## src/rtl/sevenseg_pkg.sv

```systemverilog
// rtl/sevenseg_pkg.sv - shared character codes and segment table for sevenseg_scroll
package sevenseg_pkg;

    localparam int CODE_W = 5;

    localparam logic [CODE_W-1:0] CH_H       = 5'd16;
    localparam logic [CODE_W-1:0] CH_L       = 5'd17;
    localparam logic [CODE_W-1:0] CH_O       = 5'd18;
    localparam logic [CODE_W-1:0] CH_P       = 5'd19;
    localparam logic [CODE_W-1:0] CH_U       = 5'd20;
    localparam logic [CODE_W-1:0] CH_R       = 5'd21;
    localparam logic [CODE_W-1:0] CH_N       = 5'd22;
    localparam logic [CODE_W-1:0] CH_DASH    = 5'd23;
    localparam logic [CODE_W-1:0] CH_UNDER   = 5'd24;
    localparam logic [CODE_W-1:0] CH_BLANK   = 5'd31;
    localparam logic [CODE_W-1:0] GLYPH_LAST = CH_UNDER;

    // Active-high {a,b,c,d,e,f,g} patterns indexed by character code; codes above GLYPH_LAST are blank.
    localparam logic [6:0] SEG_TABLE [0:24] = '{
        7'h7E, 7'h30, 7'h6D, 7'h79, 7'h33, 7'h5B, 7'h5F, 7'h70,
        7'h7F, 7'h7B, 7'h77, 7'h1F, 7'h4E, 7'h3D, 7'h4F, 7'h47,
        7'h37, 7'h0E, 7'h1D, 7'h67, 7'h3E, 7'h05, 7'h15, 7'h01,
        7'h08
    };

endpackage

```

## src/rtl/sevenseg_decode.sv

```systemverilog
// rtl/sevenseg_decode.sv - combinational character code to active-high segment lookup
module sevenseg_decode
    import sevenseg_pkg::*;
(
    input  logic [CODE_W-1:0] i_code,
    output logic [6:0]        o_seg
);

    always_comb begin
        o_seg = 7'h00;
        if (i_code <= GLYPH_LAST) begin
            o_seg = SEG_TABLE[i_code];
        end
    end

endmodule

```

## src/rtl/sevenseg_scroll.sv

```systemverilog
// rtl/sevenseg_scroll.sv - multiplexed seven-segment message display
// Scrolling is built only when SEVENSEG_SCROLL_EN is defined; otherwise a static window is shown.
module sevenseg_scroll
    import sevenseg_pkg::*;
#(
    parameter int NUM_DIGITS     = 4,
    parameter int MSG_LEN        = 16,
    parameter int REFRESH_DIV    = 12000,
    parameter int SCROLL_DIV     = 48,
    parameter int SEG_ACTIVE_LOW = 1,
    parameter int DIG_ACTIVE_LOW = 0
)
(
    input  logic                         clk,
    input  logic                         rst,
    input  logic                         enable,
    input  logic                         wr_en,
    input  logic [$clog2(MSG_LEN)-1:0]   wr_addr,
    input  logic [CODE_W-1:0]            wr_data,
    input  logic [$clog2(MSG_LEN):0]     msg_len,
    output logic [6:0]                   seg,
    output logic [NUM_DIGITS-1:0]        dig_sel,
    output logic                         frame_tick
);

    localparam int AW = $clog2(MSG_LEN);
    localparam int LW = AW + 1;
    localparam int SW = LW + 3;
    localparam int RW = $clog2(REFRESH_DIV);
    localparam int DW = (NUM_DIGITS > 1) ? $clog2(NUM_DIGITS) : 1;

    localparam logic [RW-1:0]         REF_LAST = RW'(REFRESH_DIV - 1);
    localparam logic [DW-1:0]         DIG_LAST = DW'(NUM_DIGITS - 1);
    localparam logic [SW-1:0]         ND_S     = SW'(NUM_DIGITS);
    localparam logic [6:0]            SEG_OFF  = (SEG_ACTIVE_LOW != 0) ? 7'h7F : 7'h00;
    localparam logic [NUM_DIGITS-1:0] DIG_OFF  = (DIG_ACTIVE_LOW != 0) ? {NUM_DIGITS{1'b1}} : '0;

    logic [CODE_W-1:0]     r_mem [MSG_LEN];
    logic [RW-1:0]         r_refresh;
    logic [DW-1:0]         r_digit;
    logic [DW-1:0]         r_show_idx;
    logic                  r_upd;
    logic [AW-1:0]         r_addr;
    logic                  r_blank;
    logic                  r_frame_tick;
    logic [LW-1:0]         r_len_prev;
    logic [6:0]            r_seg;
    logic [NUM_DIGITS-1:0] r_dig;

    logic                  w_tc;
    logic                  w_last_digit;
    logic [LW-1:0]         w_len;
    logic [SW-1:0]         w_len_s;
    logic [AW-1:0]         w_offset;
    logic [SW-1:0]         w_sum;
    logic [AW-1:0]         w_rd_addr;
    logic                  w_blank;
    logic [6:0]            w_seg_raw;
    logic [6:0]            w_seg_on;
    logic [NUM_DIGITS-1:0] w_dig_oh;

    assign w_tc         = enable && (r_refresh == REF_LAST);
    assign w_last_digit = (r_digit == DIG_LAST);
    assign w_len        = (msg_len > LW'(MSG_LEN)) ? LW'(MSG_LEN) : msg_len;
    assign w_len_s      = SW'(w_len);

    // offset < L and digit < NUM_DIGITS < L whenever scrolling, so one subtraction completes the modulo
    assign w_sum     = SW'(w_offset) + SW'(r_digit);
    assign w_rd_addr = AW'((w_sum >= w_len_s) ? (w_sum - w_len_s) : w_sum);
    assign w_blank   = (w_len_s == '0) || (SW'(r_digit) >= w_len_s);

`ifdef SEVENSEG_SCROLL_EN
    localparam int FW = (SCROLL_DIV > 1) ? $clog2(SCROLL_DIV) : 1;
    localparam logic [FW-1:0] FR_LAST = FW'(SCROLL_DIV - 1);

    logic [FW-1:0] r_frame_cnt;
    logic [AW-1:0] r_offset;
    logic [SW-1:0] w_off_inc;

    assign w_off_inc = SW'(r_offset) + SW'(1);
    assign w_offset  = r_offset;

    always_ff @(posedge clk or posedge rst) begin
        if (rst) begin
            r_frame_cnt <= '0;
            r_offset    <= '0;
        end else if ((msg_len != r_len_prev) || (w_len_s <= ND_S)) begin
            r_offset <= '0;
        end else if (w_tc && w_last_digit) begin
            if (r_frame_cnt == FR_LAST) begin
                r_frame_cnt <= '0;
                r_offset    <= (w_off_inc >= w_len_s) ? '0 : AW'(w_off_inc);
            end else begin
                r_frame_cnt <= r_frame_cnt + FW'(1);
            end
        end
    end
`else
    assign w_offset = '0;
`endif

    always_ff @(posedge clk or posedge rst) begin
        if (rst) begin
            for (int i = 0; i < MSG_LEN; i++) begin
                r_mem[i] <= CH_BLANK;
            end
        end else if (wr_en && ({1'b0, wr_addr} < LW'(MSG_LEN))) begin
            r_mem[wr_addr] <= wr_data;
        end
    end

    sevenseg_decode u_decode (
        .i_code (r_mem[r_addr]),
        .o_seg  (w_seg_raw)
    );

    assign w_seg_on = r_blank ? 7'h00 : w_seg_raw;
    assign w_dig_oh = NUM_DIGITS'(1) << r_show_idx;

    // Character address is captured at the terminal count and the memory is read one cycle later,
    // so a write landing on the update edge still shows the old character.
    always_ff @(posedge clk or posedge rst) begin
        if (rst) begin
            r_refresh    <= '0;
            r_digit      <= '0;
            r_show_idx   <= '0;
            r_upd        <= 1'b0;
            r_addr       <= '0;
            r_blank      <= 1'b1;
            r_frame_tick <= 1'b0;
            r_len_prev   <= '0;
            r_seg        <= SEG_OFF;
            r_dig        <= DIG_OFF;
        end else begin
            r_frame_tick <= w_tc && w_last_digit;
            r_len_prev   <= msg_len;
            if (enable) begin
                r_upd <= w_tc;
                if (w_tc) begin
                    r_refresh  <= '0;
                    r_digit    <= w_last_digit ? '0 : r_digit + DW'(1);
                    r_show_idx <= r_digit;
                    r_addr     <= w_rd_addr;
                    r_blank    <= w_blank;
                end else begin
                    r_refresh <= r_refresh + RW'(1);
                end
                if (r_upd) begin
                    r_seg <= (SEG_ACTIVE_LOW != 0) ? ~w_seg_on : w_seg_on;
                    r_dig <= (DIG_ACTIVE_LOW != 0) ? ~w_dig_oh : w_dig_oh;
                end
            end else begin
                r_seg <= SEG_OFF;
                r_dig <= DIG_OFF;
            end
        end
    end

    assign seg        = r_seg;
    assign dig_sel    = r_dig;
    assign frame_tick = r_frame_tick;

endmodule
```

## config.mk

```make
export PLATFORM = sky130hd
export DESIGN_NAME = sevenseg_scroll
export DESIGN_NICKNAME = d
export VERILOG_FILES = /design/src/rtl/sevenseg_pkg.sv /design/src/rtl/sevenseg_decode.sv /design/src/rtl/sevenseg_scroll.sv
export SDC_FILE = /design/constraint.sdc
export NUM_CORES = 1
export LEC_CHECK = 0
export BUFFER_PORTS_ARGS = -buffer_cell sky130_fd_sc_hd__buf_2
export CORE_MARGIN = 2
export CORE_UTILIZATION = 55
export CTS_CLUSTER_DIAMETER = 50
export DETAILED_ROUTE_END_ITERATION = 16
export HOLD_SLACK_MARGIN = 0.12
export PLACE_DENSITY = 0.77
export REMOVE_ABC_BUFFERS = 1
export SETUP_SLACK_MARGIN = 0.02
export SYNTH_ARGS = -nofsm -noshare
export SYNTH_HDL_FRONTEND = slang
export SYNTH_SLANG_ARGS = --single-unit
```

## constraint.sdc

```tcl
create_clock -name clk -period 4.64 [get_ports clk]
set_input_delay 0.464 -clock clk [delete_from_list [all_inputs] [get_ports clk]]
set_output_delay 0.464 -clock clk [all_outputs]
set_load 0.01 [all_outputs]
```

Word-level counts from Yosys, hierarchy flattened
Memories as Yosys holds them, arrays and structs flattened.
Index checks and enable logic that the tools add are counted.

storage, ports and cells
  memories kept = 1
  bits of input ports = 18
  bits in registers = 116
  word-level logic and storage cells = 68
  ROM bits = 224

memory list
  memory            words  width  rd ports  clocked after Yosys merged registers in  wr ports  line                   RTL
  (name not given)  32     7      1         0                                        0         sevenseg_decode.sv:12  o_seg = SEG_TABLE[i_code];

operators by class
  reductions and logical operators = 6
  shift operators = 1
  mux-type cells = 18
  bitwise gates (word level) = 4
  add/subtract/negate cells = 3
  order comparisons = 7
  eq/ne operators = 3

operators with widths
  operator               count
  $bwmux 80              1
  $mux 7                 6
  $bmux 5 s4             1
  $demux 5 s4            1
  $mux 5                 4
  $add 14x1->14 const B  1
  $eq 14x14->1 const B   1
  $mux 14                1
  $mux 4                 3
  $ge 5x5->1 const B     2
  $not 4->5              2
  $logic_not 8->1        1
  $not 7->7              1
  $ge 6x6->1 const B     1
  $not 5->6              1
  $ge 2x5->1             1
  $gt 5x5->1 const B     1
  $le 5x5->1 const B     1
  $lt 5x1->1 const B     1
  $shl 1x2->4 const A    1
  $sub 2x4->4            1
  $logic_and 1x1->1      3
  $add 2x1->2 const B    1
  $eq 2x2->1 const B     1
  4 further kinds        4

Longest topological paths before layout
Gate-level depths: netlist of the first run.

  depth after elaboration = 13
  gate-level depth with buffers = 10

Modules after synthesis
From an unflattened synthesis of the first run, not the netlist that was laid out.

unflattened totals
  cell total of the unflattened synthesis = 487
  area total of the unflattened synthesis = 5969.5 um2

by module, submodules not included
  module           area an instance (um2)  times used  cells each
  sevenseg_scroll  5517.8                  1           428
  sevenseg_decode  451.7                   1           59

Worst setup path before layout of the first run
Ideal clock, no wire load.

  path type = reg-to-reg
  start point = reg r_addr[0]
  end point = reg r_seg[3], in the netlist seg[3]
  clock period less this slack = 2.602 ns
  stages on the path, launching flop included = 10
  library setup time = 0.077 ns
  arrival = 2.525 ns
  setup slack = 2.038 ns
  buffers on the path = 1
  cell sequence = dfrtp_1 buf_6 mux4_2 mux4_2 clkinv_2 ha_1 nand4_1 nand3_1 or3_1 a31oi_1

on the way
  longest elaborated chain between the ends = 13

ends and longest elaborated chain
  item                                            line                    RTL
  from (decl)                                     sevenseg_scroll.sv:43   logic [AW-1:0] r_addr;
  from (signal assigned)                          sevenseg_scroll.sv:143  r_addr <= w_rd_addr;
  $not 4->5 (not written as such) (*)             sevenseg_scroll.sv:113  .i_code (r_mem[r_addr]),
  $bmux 5 s4 (*)                                  sevenseg_scroll.sv:113
  $mux 5 (not written as such) (*) (2 in series)  sevenseg_scroll.sv:113
  $not 5->6 (not written as such)                 sevenseg_decode.sv:12
  $mem_v2 32x7                                    --
  $mux 7 (not written as such) (2 in series)      sevenseg_decode.sv:12
  $mux 7 (*)                                      sevenseg_decode.sv:11   if (i_code <= GLYPH_LAST) begin
  $mux 7 (*)                                      sevenseg_scroll.sv:117  assign w_seg_on = r_blank ? 7'h00 : w_seg_raw;
  $not 7->7 (*)                                   sevenseg_scroll.sv:149  r_seg <= (SEG_ACTIVE_LOW != 0) ? ~w_seg_on : w_seg_on;
  $mux 7 (*)                                      sevenseg_scroll.sv:148  if (r_upd) begin
  $mux 7 (*)                                      sevenseg_scroll.sv:137  if (enable) begin
  to (signal assigned)                            sevenseg_scroll.sv:149
  to (decl)                                       sevenseg_scroll.sv:47   logic [6:0] r_seg;

Every way passes the cells marked *; elsewhere a longest branch is shown, timed or not. The select of a mux whose other input is x is not followed.
A chain may end at the register's enable or synchronous reset.

Final worst setup path of the first run
Same ends and word-level chain as after synthesis.

==> parameters.txt, run 1 <==
Parameter                              Value

Die
  Full die area ... 0.01186 sq mm
  Starting utilization of the core area ... 56.07%
  Placeable core region ... 0.01079 sq mm
  Number of top-level pins ... 30
  Height of the chip ... 108.9 microns
  # rows ... 38
  Width of the chip ... 108.9 microns

Global routing
  Maximum number of pins on one net before global-route repair ... 72
  Global-route total usage across every layer ... 22.90%
  First-pass GRT wire length ... 20210 microns
  Antenna violations before repair ... 0
  Number of global-route vias before repair ... 3952
  Sum of overflow across all layers after global routing ... 0

Synthesis
  Synth Area per Inst ... 13.27 sq um
  Top cells by area, synth ... sky130_fd_sc_hd__dfstp_2 38%, sky130_fd_sc_hd__mux2_2 15%, sky130_fd_sc_hd__dfrtp_1 12%
  Most common flop cell mapped by yosys ... sky130_fd_sc_hd__dfstp_2
  Netlist cell types ... 60
  Area share of the largest cell type after synthesis ... 38.21%
  Share of synthesized flip-flops with an asynchronous set or reset ... 100.0%
  Post-Synthesis Cells ... 456
  Total of warnings raised by yosys ... 0
  Post-synth top area cell ... sky130_fd_sc_hd__dfstp_2
  Sequential element share of the synthesized area ... 49.78%
  Count of flip-flops with a built-in enable after synthesis ... 0
  Mapped cell area ... 0.006052 sq mm
  Number of storage elements in the synthesis netlist ... 116

Placement
  Detailed placer's ending HPWL ... 8035 microns
  Count of buffers from port buffering ... 29
  Routability cong. ... 0.8439
  Cell count after placement ... 609

Routing
  DRC violations left ... 0
  Total wirelength of the detailed-routed design ... 12080 microns
  Average routed wire per standard cell ... 18.78 microns
  Number of vias per cell ... 5.963
  Number of iterations in the first detailed-routing pass ... 4
  Overall via count from detail_route ... 3834
  Remaining antenna violation count after routing ... 0
  1st-iter DRT viols ... 257

Cells and area
  FILL cells ... 765
  Number of nets in the final layout ... 520
  Synthesis-to-finish area growth ... 14.20%
  Antenna Cells ... 0
  Area of combinational cells with multiple inputs ... 0.002840 sq mm
  Most frequent cells in the layout ... 88 x sky130_fd_sc_hd__dfstp_2, 82 x sky130_fd_sc_hd__mux2_2, 30 x sky130_fd_sc_hd__nand2_1, 29 x sky130_fd_sc_hd__buf_2, 28 x sky130_fd_sc_hd__dfrtp_1
  Sequential cell area ... 0.003013 sq mm
  Non-Filler Instances ... 643
  Commonest non-fill, non-tap cell in the layout ... sky130_fd_sc_hd__dfstp_2
  Layout cell share with drive strength beyond 1 ... 52.68%

Min path
  Worst hold path type ... primary input to asynchronous set/reset pin

Timing
  Tmin final ... 3.241 ns
  Fin crit share ... 69.84%
  Final setup TNS ... 0 ns
  Total count of max-transition violations in the final report ... 0
  Slew headroom ... 41.65%
  Maximum frequency from static timing analysis ... 308.6 MHz
  Final hold violation count ... 0
  # setup viols final ... 0
  Worst Clk Skew ... 0.008659 ns
  Pin slew with the least headroom to its limit ... 0.8734 ns
  RSZ-0062 raised after global routing ... false

Worst setup path
  R2r setup slk ... 1.40 ns
  Launching point of the worst reg2reg path ... r_addr[0]
  Maximum fanout encountered on the critical timing path ... 14
  Endpoint of the worst register-to-register path ... seg[3]
  Launching element type of the critical path ... flip-flop
  Crit path arrival time ... 3.70 ns
  Element type at the critical path end ... flip-flop
  Register-to-Register Path Depth ... 8
  Kind of critical path ... flip-flop to flip-flop
  Endpoint required time on the critical path ... 5.10 ns

Clock tree
  Largest buffer count on any clock path ... 2
  Number of H-tree levels ... 4
  CTS Buf Count ... 17
  Clock input transition at the sequential cells of the worst setup and hold paths ... 0.06 ns
  TritonCTS clock tree ... built
  Setup Fix Bufs, Post-CTS ... 0
  Clock tree root driver cell ... sky130_fd_sc_hd__clkbuf_8
  Clock latency on the worst-skew pair ... 0.53 ns
  TritonCTS sink count ... 116
  PostCTS Resize Cnt ... 0
  Number of buffers inserted by hold repair at cts ... 2

Flow run
  Max-cap violations ... 0

Power
  Leak ... 2.779 nW
  Worst IR drop on VDD ... 0.3235 mV
  Power density of the placed cells ... 483.9 mW/mm^2

Status
  Outcome ... complete, no violations
-- metal layers --
layer	vias up	global-route usage (%)	share of wire, %
li1	1735	-	-
met1	1977	29.93	45
met2	94	35.94	49
met3	28	5.678	4.0
met4	0	10.90	2.4
met5	-	0	0
-- state kept, by name, summed over array words and instances (netlist names) --
name and flops:
r_mem 80, r_refresh 14, seg 7, dig_sel 4, r_addr 4, r_digit 2, r_show_idx 2, frame_tick 1
r_blank 1, r_upd 1
-- worst max path at each step --
stage                   start         end  slack, ns  cells after the start
finish              r_addr[0]      seg[3]       1.40                      8
floorplan                 rst  dig_sel[0]       1.25                      1
global route        r_addr[0]      seg[3]       1.18                      8
CTS                 r_addr[0]      seg[3]       1.37                      8
detailed placement  r_addr[0]      seg[3]       1.38                      8
global placement    r_addr[0]      seg[3]       1.43                      8
-- worst max-delay path: stages, from the launching register on --
cell and delay [ns]:
sky130_fd_sc_hd__dfrtp_1 0.87, sky130_fd_sc_hd__mux4_2 0.58, sky130_fd_sc_hd__mux4_2 0.58, sky130_fd_sc_hd__clkinv_2 0.14
sky130_fd_sc_hd__ha_1 0.29, sky130_fd_sc_hd__nand4_1 0.12, sky130_fd_sc_hd__nand3_1 0.08, sky130_fd_sc_hd__or3_1 0.32
sky130_fd_sc_hd__a31oi_1 0.18
-- cells in the mapped netlist, types with 5 or more instances --
cell type                   n
sky130_fd_sc_hd__nand2_1   30
sky130_fd_sc_hd__dfstp_2   88
sky130_fd_sc_hd__or3_1      5
sky130_fd_sc_hd__nand2b_1   9
sky130_fd_sc_hd__nand3_1   13
sky130_fd_sc_hd__nor2b_1    5
sky130_fd_sc_hd__xnor2_1    7
sky130_fd_sc_hd__clkbuf_1  11
sky130_fd_sc_hd__o21ai_1    5
sky130_fd_sc_hd__nand4_1    8
sky130_fd_sc_hd__mux2i_1   14
sky130_fd_sc_hd__mux2_2    82
sky130_fd_sc_hd__nand3b_1   7
sky130_fd_sc_hd__mux4_1     5
sky130_fd_sc_hd__dfrtp_1   28
sky130_fd_sc_hd__nor2_1    26
sky130_fd_sc_hd__o21ai_0    9
sky130_fd_sc_hd__xor2_1     5
sky130_fd_sc_hd__inv_1     13
sky130_fd_sc_hd__mux4_2    16
sky130_fd_sc_hd__ha_1      11
-- final cells by class --
cell class | instances | area share, %
Timing Repair Buffer | 34 | 2.715
Sequential cell | 116 | 43.59
Clock buffer | 23 | 7.042
Tap cell | 140 | 2.534
Clock inverter | 9 | 2.154
Multi-Input combinational cell | 306 | 41.09
Inverter | 15 | 0.8689
-- cells by family after synthesis --
group,count (synthesis),synth area share [%]
AND/OR/NAND/NOR,117,9.965
XOR/XNOR,12,1.737
multiplexers,124,27.91
adder cells (fa/ha/maj),12,2.605
buffers and inverters,34,3.287
flip-flops,116,49.78
AO/OA/AOI/OAI,41,4.714
-- where the power goes --
part	switching [mW]	internal (mW)	total, mW	leakage [nW]
Sequential	0.111	1.31	1.42	1.29
Combinational	0.248	0.284	0.532	1.17
Clock	0.447	0.941	1.39	0.318
-- metrics by stage --
step	total power, mW	setup slack [ns]	utilization [%]	area (sq um)	hold WS (ns)
6_report	3.344	1.399	64.04	6912	0.1357
4_1_cts	3.367	1.366	64.04	6912	0.1344
2_1_floorplan	1.817	1.249	-	5911	0.4440
5_1_grt	3.488	1.182	64.04	6912	0.2025
3_3_place_gp	1.931	1.430	57.96	6256	0.4610
3_5_place_dp	1.963	1.382	57.96	6256	0.4593
Note: power is estimated with default switching activity, not from simulation.
==> inputs of run 2 (changes only) <==
--- a/config.mk
+++ b/config.mk
@@ -5,13 +5,14 @@
 export SDC_FILE = /design/constraint.sdc
 export NUM_CORES = 1
 export LEC_CHECK = 0
+export ABC_AREA = 1
 export BUFFER_PORTS_ARGS = -buffer_cell sky130_fd_sc_hd__buf_2
 export CORE_MARGIN = 2
 export CORE_UTILIZATION = 55
 export CTS_CLUSTER_DIAMETER = 50
 export DETAILED_ROUTE_END_ITERATION = 16
 export HOLD_SLACK_MARGIN = 0.12
-export PLACE_DENSITY = 0.77
+export PLACE_DENSITY = 0.79
 export REMOVE_ABC_BUFFERS = 1
 export SETUP_SLACK_MARGIN = 0.02
 export SYNTH_ARGS = -nofsm -noshare
==> constraint.sdc (replaced) <==
create_clock -name clk -period 2.7 [get_ports clk]
set_input_delay 0.27 -clock clk [delete_from_list [all_inputs] [get_ports clk]]
set_output_delay 0.27 -clock clk [all_outputs]
set_load 0.01 [all_outputs]
==> parameters.txt, run 2 <==
Parameter                              Value

Status
  Outcome ... complete, no violations (unchanged)

Power
  Flop pwr share ... 37.7% (was 42.6%)
  Switching fraction of total power ... 33.90% (was 24.09%)
  Worst IR drop on VDD ... 0.6858 mV (was 0.3235 mV)
  Leak ... 3.314 nW (was 2.779 nW)
  Clk network pwr share ... 34.4% (was 41.5%)
  Internal Power ... 4.513 mW (was 2.539 mW)
  Combinational Power Share ... 27.8% (was 15.9%)
  Power density of the placed cells ... 961.3 mW/mm^2 (was 483.9 mW/mm^2)
  Switching power summed over all nets ... 2.315 mW (was 805.7 uW)

Global routing
  Busiest layer in global routing ... met2 (unchanged)
  Antenna violations before repair ... 0 (unchanged)
  Global routing met1 resource utilization ... 33.64% (was 29.93%)
  Grt met2 use ... 43.47% (was 35.94%)
  First-pass GRT wire length ... 24830 microns (was 20210 microns)
  Sum of overflow across all layers after global routing ... 0 (unchanged)
  Number of global-route vias before repair ... 5272 (was 3952)
  Met3 layer usage reported by global route ... 7.231% (was 5.678%)
  Global-route total usage across every layer ... 27.07% (was 22.90%)
  Maximum number of pins on one net before global-route repair ... 52 (was 72)

Min path
  Startpoint of the worst hold path ... msg_len[2]
  Hold endpoint ... r_addr[2]
  Worst hold path type ... primary input to flip-flop (was primary input to asynchronous set/reset pin)
  Number of cells traversed by the worst hold path ... 5

Routing
  1st-iter DRT viols ... 599 (was 257)
  Number of vias per cell ... 5.553 (was 5.963)
  Average routed wire per standard cell ... 15.46 microns (was 18.78 microns)
  Total wirelength of the detailed-routed design ... 15180 microns (was 12080 microns)
  Number of iterations in the first detailed-routing pass ... 5 (was 4)
  Overall via count from detail_route ... 5453 (was 3834)
  Remaining antenna violation count after routing ... 0 (unchanged)
  DRC violations left ... 0 (unchanged)

Timing
  Maximum frequency from static timing analysis ... 421.6 MHz (was 308.6 MHz)
  Final hold violation count ... 0 (unchanged)
  Tmin final ... 2.372 ns (was 3.241 ns)
  # setup viols final ... 0 (unchanged)
  Slew headroom ... 54.68% (was 41.65%)
  Worst Clk Skew ... 0.007140 ns (was 0.008659 ns)
  Fin crit share ... 87.86% (was 69.84%)
  Pin slew with the least headroom to its limit ... 0.6774 ns (was 0.8734 ns)
  RSZ-0062 raised after global routing ... false (unchanged)
  Total count of max-transition violations in the final report ... 0 (unchanged)
  Final setup TNS ... 0 ns (unchanged)

Synthesis
  Post-Synthesis Cells ... 790 (was 456)
  Total of warnings raised by yosys ... 0 (unchanged)
  Most repeated cell in the gate-level netlist after synthesis ... sky130_fd_sc_hd__nand2_1 (was sky130_fd_sc_hd__dfstp_2)
  Mapped cell area ... 0.006188 sq mm (was 0.006052 sq mm)
  Synth Area per Inst ... 7.833 sq um (was 13.27 sq um)
  Netlist cell types ... 33 (was 60)
  Most common flop cell mapped by yosys ... sky130_fd_sc_hd__dfstp_2 (unchanged)
  Count of flip-flops with a built-in enable after synthesis ... 0 (unchanged)
  Share of synthesized flip-flops with an asynchronous set or reset ... 100.0% (unchanged)
  Sequential element share of the synthesized area ... 48.69% (was 49.78%)
  Commonest cells in the netlist ... 236 x sky130_fd_sc_hd__nand2_1, 102 x sky130_fd_sc_hd__o21ai_0, 100 x sky130_fd_sc_hd__inv_1 (was 88 x sky130_fd_sc_hd__dfstp_2, 82 x sky130_fd_sc_hd__mux2_2, 30 x sky130_fd_sc_hd__nand2_1)
  Number of storage elements in the synthesis netlist ... 116 (unchanged)
  Area share of the largest cell type after synthesis ... 37.36% (was 38.21%)
  Post-synth top area cell ... sky130_fd_sc_hd__dfstp_2 (unchanged)
  Top cells by area, synth ... sky130_fd_sc_hd__dfstp_2 37%, sky130_fd_sc_hd__nand2_1 14%, sky130_fd_sc_hd__dfrtp_1 11% (was sky130_fd_sc_hd__dfstp_2 38%, sky130_fd_sc_hd__mux2_2 15%, sky130_fd_sc_hd__dfrtp_1 12%)

Cells and area
  Antenna Cells ... 0 (unchanged)
  Largest register FFs ... 80 (unchanged)
  Layout cell share with drive strength beyond 1 ... 21.38% (was 52.68%)
  Commonest non-fill, non-tap cell in the layout ... sky130_fd_sc_hd__nand2_1 (was sky130_fd_sc_hd__dfstp_2)
  FILL cells ... 849 (was 765)
  Synthesis-to-finish area growth ... 14.78% (was 14.20%)
  Number of nets in the final layout ... 859 (was 520)
  Register name with the most flops ... r_mem (unchanged)
  Non-Filler Instances ... 982 (was 643)
  Most frequent cells in the layout ... 236 x sky130_fd_sc_hd__nand2_1, 102 x sky130_fd_sc_hd__o21ai_0, 99 x sky130_fd_sc_hd__inv_1, 88 x sky130_fd_sc_hd__dfstp_2, 72 x sky130_fd_sc_hd__nand3_1 (was 88 x sky130_fd_sc_hd__dfstp_2, 82 x sky130_fd_sc_hd__mux2_2, 30 x sky130_fd_sc_hd__nand2_1, 29 x sky130_fd_sc_hd__buf_2, 28 x sky130_fd_sc_hd__dfrtp_1)

Clock tree
  Clock tree root driver cell ... sky130_fd_sc_hd__clkbuf_8 (unchanged)
  CTS Buf Count ... 17 (unchanged)
  TritonCTS clock tree ... built (unchanged)
  Clock latency on the worst-skew pair ... 0.54 ns (was 0.53 ns)
  Clock input transition at the sequential cells of the worst setup and hold paths ... 0.06 ns (about the same)
  Largest buffer count on any clock path ... 2 (unchanged)
  TritonCTS sink count ... 116 (unchanged)
  Number of H-tree levels ... 4 (unchanged)

Worst setup path
  Critical path buffer and inverter count ... 4 (was 1)
  Slowest Stage Delay on Critical Path ... 0.53 ns (was 0.87 ns)
  Endpoint of the worst register-to-register path ... seg[5] (was seg[3])
  Maximum fanout encountered on the critical timing path ... 11 (was 14)
  R2r setup slk ... 0.33 ns (was 1.40 ns)
  Crit path arrival time ... 2.85 ns (was 3.70 ns)
  Launching point of the worst reg2reg path ... r_addr[2] (was r_addr[0])
  Critical-path cell with the highest stage delay ... sky130_fd_sc_hd__dfrtp_1 (unchanged)
  Kind of critical path ... flip-flop to flip-flop (unchanged)
  Register-to-Register Path Depth ... 13 (was 8)
  Critical path's top delay family ... simple AND/OR/NAND/NOR gates (was multiplexers)
  Launching element type of the critical path ... flip-flop (unchanged)
  Sequence of cells on the critical path ... inv_1 > nand3_1 > nand3_1 > nand2_1 > inv_2 > ha_1 > nand3_1 > nand3_1 > nand2_2 > inv_1 > nand3_1 > nand2_1 > inv_1 (was mux4_2 > mux4_2 > clkinv_2 > ha_1 > nand4_1 > nand3_1 > or3_1 > a31oi_1)
  Most prevalent standard cell on the critical path ... sky130_fd_sc_hd__nand3_1 (was sky130_fd_sc_hd__mux4_2)
  Endpoint required time on the critical path ... 3.17 ns (was 5.10 ns)
  Element type at the critical path end ... flip-flop (unchanged)

Die
  Starting utilization of the core area ... 56.84% (was 56.07%)
  # rows ... 38 (unchanged)
  Full die area ... 0.01212 sq mm (was 0.01186 sq mm)
  Number of top-level pins ... 30 (unchanged)
  Placeable core region ... 0.01089 sq mm (was 0.01079 sq mm)
  Width of the chip ... 110.1 microns (was 108.9 microns)
  Height of the chip ... 110.1 microns (was 108.9 microns)

Flow run
  Max-cap violations ... 0 (unchanged)

Placement
  Routability cong. ... 0.9374 (was 0.8439)
  Count of buffers from port buffering ... 29 (unchanged)
  Detailed placer's ending HPWL ... 10060 microns (was 8035 microns)
  Cell count after placement ... 943 (was 609)
-- run 2: changes by cell type after synthesis, moves of 17 or more --
cell	previous run	this run
sky130_fd_sc_hd__mux2_2	82	0
sky130_fd_sc_hd__inv_1	13	100
sky130_fd_sc_hd__nor2_1	26	43
sky130_fd_sc_hd__nand2_1	30	236
sky130_fd_sc_hd__o21ai_0	9	102
sky130_fd_sc_hd__nand3_1	13	72
-- run 2: power groups by stage --
stage | Sequential, mW | Clock, mW | Combinational (mW)
6_report | 2.58 | 2.35 | 1.90
5_1_grt | 2.62 | 2.45 | 2.15
4_1_cts | 2.56 | 2.36 | 1.88
3_5_place_dp | 2.58 | 0 | 1.84
3_3_place_gp | 2.56 | 0 | 1.77
2_1_floorplan | 2.56 | 0 | 1.32
-- run 2: cells by family after synthesis --
logic type | count (synthesis) | share of synthesized area, %
AND/OR/NAND/NOR | 385 | 26.87
AO/OA/AOI/OAI | 141 | 11.97
buffers and inverters | 132 | 9.361
flip-flops | 116 | 48.69
adder cells (fa/ha/maj) | 12 | 2.547
XOR/XNOR | 4 | 0.5661
-- run 2: cell type report --
cell class	instances	area, sq um	share of cell area [%]
clock buffer	23	466.7	6.570
clock inverter	9	150.1	2.114
tap	140	175.2	2.466
sequential	116	3013	42.42
timing repair buffer	45	295.3	4.157
inverter	107	406.6	5.725
multi-input combinational	542	2596	36.55
-- run 2: metrics by stage --
stage          power, mW  setup WS (ns)  hold WS, ns  cell area (sq um)  util, %
5_1_grt            7.225         0.1809       0.1953               7103    65.24
6_report           6.828         0.3278       0.1621               7103    65.24
2_1_floorplan      3.889        -0.4968       0.3599               6013        -
3_3_place_gp       4.328         0.4252       0.3967               6416    58.93
3_5_place_dp       4.417         0.3446       0.4037               6416    58.93
4_1_cts            6.812         0.3757       0.1535               7103    65.24
-- run 2: how the worst max path moves through the flow --
stage | start | to | slack [ns] | cells after the start
after floorplan | rst | dig_sel[0] | -0.50 | 1
after global placement | r_addr[2] | seg[3] | 0.43 | 11
after detailed placement | msg_len[0] | r_addr[0] | 0.34 | 15
after CTS | r_addr[2] | seg[0] | 0.38 | 13
after global routing | r_addr[2] | seg[3] | 0.18 | 12
final | r_addr[2] | seg[5] | 0.33 | 13
-- run 2: repair_timing --
action                                 CTS  global route
hold buffers                             7             0
gates resized for setup                  0             0
endpoints found under the hold margin   47             0
setup buffers                            0             0
-- run 2: metal layers --
layer / part of all wire (%) / up-vias
met1: 43 / 2603
met5: 0 / -
met2: 49 / 190
met4: 3.4 / 0
met3: 5.5 / 52
li1: - / 2608
-- run 2: tightest hold or removal path: stages --
cell                      delay, ns
sky130_fd_sc_hd__buf_2         0.10
sky130_fd_sc_hd__nand2_1       0.07
sky130_fd_sc_hd__nand2_1       0.06
sky130_fd_sc_hd__nand4_1       0.08
sky130_fd_sc_hd__o21ai_0       0.07
